[config.mk]
export PLATFORM = sky130hd
export DESIGN_NAME = whack_round_ctrl
export DESIGN_NICKNAME = d
export VERILOG_FILES = /design/src/rtl/whack_pkg.sv /design/src/rtl/button_edge_det.sv /design/src/rtl/whack_round_ctrl.sv
export SDC_FILE = /design/constraint.sdc
export NUM_CORES = 1
export LEC_CHECK = 0
export CAP_MARGIN = 20
export CORE_MARGIN = 1.5
export CORE_UTILIZATION = 59
export DETAILED_ROUTE_END_ITERATION = 6
export PLACE_DENSITY = 0.82
export RECOVER_POWER = 25
export SYNTH_ARGS = -nofsm -noshare
export SYNTH_HDL_FRONTEND = slang
export SYNTH_SLANG_ARGS = --single-unit
[constraint.sdc]
create_clock -name clock -period 4.3 [get_ports clock]
set_input_delay 1.075 -clock clock [delete_from_list [all_inputs] [get_ports clock]]
set_output_delay 1.075 -clock clock [all_outputs]
set_load 0.05 [all_outputs]
[src/rtl/whack_pkg.sv]
`default_nettype none
// ============================================================================
//  Module      : whack_pkg
//  Description : Shared types and constants for the whack-a-mole round
//                controller and its helpers.
//  Revision    : 1.0 - initial release
// ============================================================================
package whack_pkg;

    // Number of mole lanes on the board.
    localparam int LANES = 5;

    // Consecutive invalid RNG samples tolerated before falling back.
    localparam int MAX_RETRIES = 3;

    // Lane used when the RNG keeps returning non-one-hot values.
    localparam logic [LANES-1:0] FALLBACK_TARGET = 5'b00001;

    // Round controller states.
    typedef enum logic [2:0] {
        ST_IDLE    = 3'd0,
        ST_REQUEST = 3'd1,
        ST_CAPTURE = 3'd2,
        ST_SHOW    = 3'd3,
        ST_GAP     = 3'd4,
        ST_DONE    = 3'd5
    } state_t;

    // True when exactly one bit of the (zero-extended) vector is set.
    function automatic logic is_onehot(input logic [31:0] vec);
        return (vec != 32'd0) && ((vec & (vec - 32'd1)) == 32'd0);
    endfunction

endpackage : whack_pkg
`default_nettype wire

[src/rtl/button_edge_det.sv]
`default_nettype none
// ============================================================================
//  Module      : button_edge_det
//  Description : Per-bit rising-edge detector. Keeps the previous sample of
//                a level bus and flags bits that went 0 -> 1 this cycle.
//  Revision    : 1.0 - initial release
// ============================================================================
module button_edge_det #(
    parameter int WIDTH = 5
) (
    input  logic             clock,
    input  logic             reset,
    input  logic [WIDTH-1:0] level,
    output logic [WIDTH-1:0] rise
);

    logic [WIDTH-1:0] level_q;

    // Previous-cycle sample of the level bus, taken every cycle.
    always_ff @(posedge clock or negedge reset) begin
        if (!reset) begin
            level_q <= '0;
        end else begin
            level_q <= level;
        end
    end

    // A bit rises when it is high now and was low last cycle.
    always_comb begin
        rise = level & ~level_q;
    end

endmodule : button_edge_det
`default_nettype wire

[src/rtl/whack_round_ctrl.sv]
`default_nettype none
// ============================================================================
//  Module      : whack_round_ctrl
//  Description : Game-round controller. Requests a one-hot mole from the RNG,
//                lights it for a hit window, judges button presses (with an
//                anti-mash rule) and tallies hits/misses over a game.
//  Options     : WHACK_DIFFICULTY_RAMP_EN - shrink the hit window after
//                each hit, down to a quarter of TIMEOUT_CYCLES.
//  Revision    : 1.0 - initial release
// ============================================================================
module whack_round_ctrl
    import whack_pkg::*;
#(
    parameter int LANES          = whack_pkg::LANES,
    parameter int ROUNDS         = 20,
    parameter int TIMEOUT_CYCLES = 50000000,
    parameter int GAP_CYCLES     = 12500000,
    parameter int SCORE_W        = 8
) (
    input  logic               clock,
    input  logic               reset,
    input  logic               start,
    input  logic [LANES-1:0]   target_onehot,
    input  logic [LANES-1:0]   buttons,
    output logic               gen_req,
    output logic [LANES-1:0]   mole_leds,
    output logic [SCORE_W-1:0] hits,
    output logic [SCORE_W-1:0] misses,
    output logic               busy,
    output logic               game_done
);

    localparam int TIMER_MAX = (TIMEOUT_CYCLES > GAP_CYCLES) ? TIMEOUT_CYCLES : GAP_CYCLES;
    localparam int TIMER_W   = (TIMER_MAX > 1) ? $clog2(TIMER_MAX) : 1;
    localparam int ROUND_W   = $clog2(ROUNDS + 1);
    localparam int RETRY_W   = $clog2(MAX_RETRIES + 1);

    localparam logic [TIMER_W-1:0] TIMEOUT_LOAD = TIMER_W'(TIMEOUT_CYCLES - 1);
    localparam logic [TIMER_W-1:0] GAP_LOAD     = TIMER_W'(GAP_CYCLES - 1);
    localparam logic [SCORE_W-1:0] SCORE_MAX    = {SCORE_W{1'b1}};

    state_t             state, state_next;
    logic [LANES-1:0]   target, target_next;
    logic [TIMER_W-1:0] timer, timer_next;
    logic [ROUND_W-1:0] round_cnt, round_next;
    logic [RETRY_W-1:0] retry_cnt, retry_next;
    logic               cap_wait, cap_wait_next;
    logic [SCORE_W-1:0] hits_next, misses_next;
    logic               game_done_next;
    logic [TIMER_W-1:0] window_load;
    logic [LANES-1:0]   edges;

`ifdef WHACK_DIFFICULTY_RAMP_EN
    localparam int WIN_W = $clog2(TIMEOUT_CYCLES + 1);
    localparam logic [WIN_W-1:0] WIN_START = WIN_W'(TIMEOUT_CYCLES);
    localparam logic [WIN_W-1:0] WIN_STEP  = WIN_W'(TIMEOUT_CYCLES / 16);
    localparam logic [WIN_W-1:0] WIN_FLOOR = WIN_W'(TIMEOUT_CYCLES / 4);

    logic [WIN_W-1:0] window, window_next;

    // Current hit-window length; restarts at full length on every new game.
    always_ff @(posedge clock or negedge reset) begin
        if (!reset) begin
            window <= '0;
        end else begin
            window <= window_next;
        end
    end

    // Timer is loaded with one less than the window so SHOW lasts window cycles.
    always_comb begin
        window_load = TIMER_W'(window - WIN_W'(1));
    end
`else
    // Fixed window when the difficulty ramp is not built.
    always_comb begin
        window_load = TIMEOUT_LOAD;
    end
`endif

    button_edge_det #(
        .WIDTH (LANES)
    ) u_edge_det (
        .clock (clock),
        .reset (reset),
        .level (buttons),
        .rise  (edges)
    );

    // State and datapath registers; everything returns to zero on reset.
    always_ff @(posedge clock or negedge reset) begin
        if (!reset) begin
            state     <= ST_IDLE;
            target    <= '0;
            timer     <= '0;
            round_cnt <= '0;
            retry_cnt <= '0;
            cap_wait  <= 1'b0;
            hits      <= '0;
            misses    <= '0;
            game_done <= 1'b0;
        end else begin
            state     <= state_next;
            target    <= target_next;
            timer     <= timer_next;
            round_cnt <= round_next;
            retry_cnt <= retry_next;
            cap_wait  <= cap_wait_next;
            hits      <= hits_next;
            misses    <= misses_next;
            game_done <= game_done_next;
        end
    end

    // Next-state logic and the per-state datapath updates.
    always_comb begin
        state_next     = state;
        target_next    = target;
        timer_next     = timer;
        round_next     = round_cnt;
        retry_next     = retry_cnt;
        cap_wait_next  = cap_wait;
        hits_next      = hits;
        misses_next    = misses;
        game_done_next = 1'b0;
`ifdef WHACK_DIFFICULTY_RAMP_EN
        window_next    = window;
`endif

        case (state)
            ST_IDLE, ST_DONE: begin
                if (start) begin
                    hits_next   = '0;
                    misses_next = '0;
                    round_next  = '0;
                    state_next  = ST_REQUEST;
`ifdef WHACK_DIFFICULTY_RAMP_EN
                    window_next = WIN_START;
`endif
                end
            end

            ST_REQUEST: begin
                // The RNG advances on this cycle's strobe; skip one cycle
                // before trusting its output.
                cap_wait_next = 1'b1;
                state_next    = ST_CAPTURE;
            end

            ST_CAPTURE: begin
                if (cap_wait) begin
                    cap_wait_next = 1'b0;
                end else if (is_onehot(32'(target_onehot))) begin
                    target_next = target_onehot;
                    timer_next  = window_load;
                    retry_next  = '0;
                    state_next  = ST_SHOW;
                end else if (retry_cnt == RETRY_W'(MAX_RETRIES - 1)) begin
                    // RNG looks stuck; keep the game moving on a known lane.
                    target_next = LANES'(FALLBACK_TARGET);
                    timer_next  = window_load;
                    retry_next  = '0;
                    state_next  = ST_SHOW;
                end else begin
                    retry_next = retry_cnt + RETRY_W'(1);
                    state_next = ST_REQUEST;
                end
            end

            ST_SHOW: begin
                // Press judgement outranks timeout; any wrong-lane edge is a
                // miss even if the target lane rose in the same cycle.
                if ((edges & ~target) != '0) begin
                    if (misses != SCORE_MAX) begin
                        misses_next = misses + SCORE_W'(1);
                    end
                    timer_next = GAP_LOAD;
                    state_next = ST_GAP;
                end else if ((edges & target) != '0) begin
                    if (hits != SCORE_MAX) begin
                        hits_next = hits + SCORE_W'(1);
                    end
`ifdef WHACK_DIFFICULTY_RAMP_EN
                    if (window >= WIN_FLOOR + WIN_STEP) begin
                        window_next = window - WIN_STEP;
                    end else begin
                        window_next = WIN_FLOOR;
                    end
`endif
                    timer_next = GAP_LOAD;
                    state_next = ST_GAP;
                end else if (timer == '0) begin
                    if (misses != SCORE_MAX) begin
                        misses_next = misses + SCORE_W'(1);
                    end
                    timer_next = GAP_LOAD;
                    state_next = ST_GAP;
                end else begin
                    timer_next = timer - TIMER_W'(1);
                end
            end

            ST_GAP: begin
                if (timer == '0) begin
                    round_next = round_cnt + ROUND_W'(1);
                    if (round_next == ROUND_W'(ROUNDS)) begin
                        game_done_next = 1'b1;
                        state_next     = ST_DONE;
                    end else begin
                        state_next = ST_REQUEST;
                    end
                end else begin
                    timer_next = timer - TIMER_W'(1);
                end
            end

            default: begin
                state_next = ST_IDLE;
            end
        endcase
    end

    // State-decoded outputs; they drop as soon as reset forces IDLE.
    always_comb begin
        gen_req   = (state == ST_REQUEST);
        mole_leds = (state == ST_SHOW) ? target : '0;
        busy      = (state != ST_IDLE) && (state != ST_DONE);
    end

endmodule : whack_round_ctrl
`default_nettype wire
-- Yosys cells after proc, flatten, opt, wreduce, memory -nomap -nowiden
Cells that the tools add are included.
W data, S select, Z words.
- flip-flop bits (word level): 64
- word-level logic and storage cells: 106
- equality and inequality tests: 21
- muxes and demuxes: 40
- reduce and logical (&&, ||, !) cells: 22
- $add $sub $neg: 6
- bitwise gates (word level): 7
- operators with widths (cell ; number):
    $mux W26 ; 7
    $pmux W26 S3 ; 1
    $mux W8 ; 8
    $and A5 B32 Y32 ; 1
    $logic_not A32 Y1 ; 1
    $pmux W8 S2 ; 2
    $logic_not A26 Y1 ; 1
    $sub A26 B1 Y26 const B ; 1
    $mux W5 ; 5
    $mux W3 ; 7
    $add A8 B1 Y8 const B ; 2
    $ne A8 B8 Y1 const B ; 2
    $and A5 B5 Y5 ; 3
    $pmux W3 S5 ; 1
    $reduce_bool A5 Y1 ; 3
    $ne A2 B2 Y1 const B ; 7
    $ne A3 B3 Y1 const B ; 4
    $reduce_and A4 Y1 ; 3
    $not A5 Y5 ; 2
    $pmux W5 S2 ; 1
    $mux W2 ; 4
    $reduce_bool A2 Y1 ; 4
    $eq A3 B2 Y1 const B ; 2
    $eq A3 B3 Y1 const B ; 2
    other kinds (17) ; 22

-- Logic depth before layout (Yosys ltp)
- depth after elaboration: 7
- depth in mapped cells: 10
- mapped depth without buffers: 8

-- Hierarchy
From an unflattened synthesis, not the netlist that was laid out.
- cells, all modules: 396
- area total of the unflattened synthesis: 3614.7 um^2
- modules (own cells, without submodules) (module ; area an instance (um^2) ; times used ; seq. area each (um^2) ; cells an instance):
    whack_round_ctrl ; 3420.8 ; 1 ; 1476.4 ; 386
    button_edge_det ; 193.9 ; 1 ; 125.1 ; 10

-- Worst setup path after synthesis
No wires, ideal clock.
- kind: input -> register
- start: input buttons[0]
- end: register timer[17]
- slack: 1518 ps
- cell stages on the path: 7
- data required time: 4168 ps
- arrival: 2650 ps
- buffers on the path: 1
- path through: nor3b_1 > nor3_1 > or3b_2 > o31a_1 > buf_2 > o31ai_1 > o31ai_1
- word-level cells in the longest chain between the ends: 6
- elaborated cells between the ends (all ways): 8
- classes of those cells: mux: 3; bitwise: 3; reduce/logical: 2
- ends and longest elaborated chain (element ; line ; RTL):
    start: declaration ; whack_round_ctrl.sv:24 ; input logic [LANES-1:0] buttons,
    $and A5 B5 Y5 * ; button_edge_det.sv:30 ; rise = level & ~level_q;
    $and A5 B5 Y5 ; whack_round_ctrl.sv:179 ; end else if ((edges & target) != '0) begin
    $reduce_bool A5 Y1 ; whack_round_ctrl.sv:179 ;
    $mux W26 ; whack_round_ctrl.sv:179 ;
    $mux W26 * ; whack_round_ctrl.sv:173 ; if ((edges & ~target) != '0) begin
    $pmux W26 S3 * ; whack_round_ctrl.sv:130 ; case (state)
    end signal: assignment ; whack_round_ctrl.sv:105 ; timer <= timer_next;
    end: declaration ; whack_round_ctrl.sv:44 ; logic [TIMER_W-1:0] timer, timer_next;
Every way passes the cells marked *; elsewhere a longest branch is shown, timed or not.
A chain may end at the register's enable or synchronous reset.

-- Final worst setup path
- start: register state[0]
- end: output mole_leds[1]
- word-level cells in the longest chain between the ends: 2
- ends and longest elaborated chain (element ; line ; RTL):
    start: declaration ; whack_round_ctrl.sv:42 ; state_t state, state_next;
    start signal: assignment ; whack_round_ctrl.sv:103 ; state <= state_next;
    $eq A3 B2 Y1 ; whack_round_ctrl.sv:226 ; mole_leds = (state == ST_SHOW) ? target : '0;
    $mux W5 ; whack_round_ctrl.sv:226 ;
    end: declaration ; whack_round_ctrl.sv:26 ; output logic [LANES-1:0] mole_leds,
Every way passes these cells.

==> impl_metrics.tcl <==
set metrics [dict create \
    regArea_um2 1600 \
    crit_fanout 8 \
    p_comb_share_pct 39.0 \
    final_common_cell "dfrtp_1" \
    switching_share_pct 42.4 \
    startpoint_type "flip-flop" \
    cts_buffers 9 \
    violations "max-capacitance violations, max-slew violations" \
    synth_edf_count 0 \
    start_util_pct 60.9 \
    synth_cell_types 58 \
    antenna_cells 0 \
    cts.path.max_buffers 2 \
    core.rowCount 28 \
    async_flop_share_pct 100 \
    cts_resized 0 \
    hp-class "flip-flop to flip-flop" \
    hpwl_mm 5.60 \
    period_minus_slack_ns 3.57 \
    worstPathRequired_ns 3.22 \
    ys_ff_latch 64 \
    antenna_found_initial 0 \
    clock-sinks 64 \
    setup_viol 0 \
    p_sw_mw 0.978 \
    coreArea_um2 5890 \
    drive_gt1_share_pct 7.60 \
    maxCapViolations 1 \
    finish.instance_area_um2 4200 \
    finalWirelength_mm 8.19 \
    critical_path_arrival_ns 2.49 \
    wl_per_cell_um 16.1 \
    fin_crit_sh_pct 83.0 \
    wl_met2_mm 3.95 \
    critPathLaunch "state[0]" \
    ant_nets 0 \
    die_area_um2 6550 \
    place_area_um2 4010 \
    power_density_nw_per_um2 549 \
    syn-cell-area_um2 3590 \
    routed_via_density 6.22 \
    grt_usage_pct 27.1 \
    rsz0062_at_grt "false" \
    drcViolationCount 0 \
    top_layer "met4" \
    cts_tree "built" \
    ys_seq_area_share_pct 44.7 \
    grt_max_degree 40 \
    power_frac_seq_pct 38.2 \
    status "finished, violations left" \
    min-delay-start "retry_cnt[0]" \
    drt_pre_antenna_iters 5 \
    cts_root_buf "clkbuf_8" \
    grt_pass1_vias 2863 \
    die_h_um 81.0 \
    io_pins 37 \
    wl_met3_um 357 \
    fin_worst_skew_ns 0.0123 \
    p_clk_share_pct 22.8 \
    numPortBuffers 36 \
    vias 3164 \
    nets 447 \
    p_leak_nw 1.63 \
    cts.clk_slew.worst_paths_ns 0.08 \
    cts_max_level 3 \
    area_delta_synth_final_pct 17.2 \
    ys.flop_type "dfrtp_1" \
    maxSlewHeadroom_pct -38.5 \
    die_w_um 81.0 \
    worst_pin_slew_ns 2.08 \
    postCtsHoldBufs 0 \
    routabilityCongestion 0.867 \
    multi_input_area_um2 1880 \
    syn_nets 408 \
    drv_slew 40 \
    ir_drop_mv 0.396 \
    wl_met1_mm 3.76 \
    grt_first_pass_wirelength_mm 13.5 \
    fillers 429 \
    layout_common_cells "64 x dfrtp_1, 34 x nand2_1, 32 x nor2_1, 30 x clkdlybuf4s50_1, 23 x nor3_1" \
    avgSynthCellArea_um2 9.19 \
    intPower_mw 1.33 \
    clock_latency_ns 0.35 \
    finalHoldViolCount 0 \
    fmax_ghz 0.280 \
    path_class "flip-flop to output pin" \
    tns_ns 0 \
    overflow 0 \
    postCtsSetupBuffers 0 \
    syn-instance-count 390 \
    ys.warnings.count 0 \
    rr_startpoint "timer[3]" \
    endpoint_kind "output pin" \
    drt_iter0_drc 302 \
]
==> power groups by stage <==
stage | registers [mW] | clock network, mW | logic (mW)
5_1_grt | 0.902 | 0.557 | 0.985
3_3_place_gp | 0.882 | 0 | 0.874
4_1_cts | 0.876 | 0.536 | 0.899
2_1_floorplan | 0.895 | 0 | 0.634
6_report | 0.881 | 0.525 | 0.898
3_5_place_dp | 0.886 | 0 | 0.894
==> critical path, stage by stage (launching register included) <==
cell and delay (ns):
dfrtp_1 0.45, nor2b_1 0.41, nand2_1 0.30, nor2_1 0.16, clkdlybuf4s50_1 0.82
==> state kept, by name, summed over array words and instances (netlist names) <==
| signal | count |
|---|---|
| hits | 8 |
| u_edge_det.level_q | 5 |
| cap_wait | 1 |
| misses | 8 |
| state | 3 |
| target | 5 |
| timer | 26 |
| retry_cnt | 2 |
| game_done | 1 |
| round_cnt | 5 |
==> path summary, 6_finish.rpt <==
path                                end  slack, ns  cells past startpoint
max                        mole_leds[1]       0.73                      4
min                        retry_cnt[0]       0.50                      1
max reg2reg                   timer[11]       1.40                      6
min reg2reg                retry_cnt[0]       0.50                      1
max in group asynchronous      timer[4]       1.70                      2
min in group asynchronous  round_cnt[2]       1.32                      1
==> cell usage after synthesis (9+ instances only) <==
cell / n / share of area, %
dfrtp_1: 64 / 45
nand2_1: 34 / 3.6
nor2_1: 32 / 3.3
nor3_1: 23 / 3.2
a21oi_1: 19 / 2.7
o21ai_0: 18 / 2.5
nand3_1: 17 / 2.4
inv_1: 15 / 1.6
o31ai_1: 11 / 2.3
nand3b_1: 9 / 1.9
or4_1: 9 / 1.9
==> kinds of logic (layout without fill, tap and decap cells) <==
| family | count (synthesis) | in the layout | synth area share [%] |
|---|---|---|---|
| flops | 64 | 64 | 44.7 |
| fa+ha+maj | 5 | 5 | 1.74 |
| compound gates | 100 | 100 | 18.9 |
| simple gates | 180 | 180 | 27.9 |
| mux | 4 | 4 | 1.12 |
| xor+xnor | 11 | 11 | 2.69 |
| buf+inv | 26 | 70 | 3.04 |
==> area by class of cell <==
type / count / area share (%)
Clock buffer: 11 / 3.37
Clock inverter: 5 / 1.34
Inverter: 15 / 1.34
Multi-Input combinational cell: 300 / 44.6
Sequential cell: 64 / 38.1
Tap cell: 75 / 2.23
Timing Repair Buffer: 39 / 8.96
==> per-stage QoR <==
step	cells	hold WS, ns	worst slack, ns	power (mW)	utilization [%]
finish	509	0.495	0.733	2.30	71.4
global route	509	0.534	0.619	2.44	71.4
CTS	509	0.502	0.739	2.31	71.4
detailed placement	493	0.494	0.611	1.78	68.0
global placement	493	0.479	0.746	1.76	68.0
floorplan	390	0.464	1.52	1.53	-
==> metal layers <==
layer | global-route usage [%] | vias up
met5 | 0 | -
met3 | 4.83 | 9
met2 | 43.0 | 90
met4 | 12.9 | 0
met1 | 36.0 | 1520
li1 | - | 1545
(Power assumes the default switching activity.)
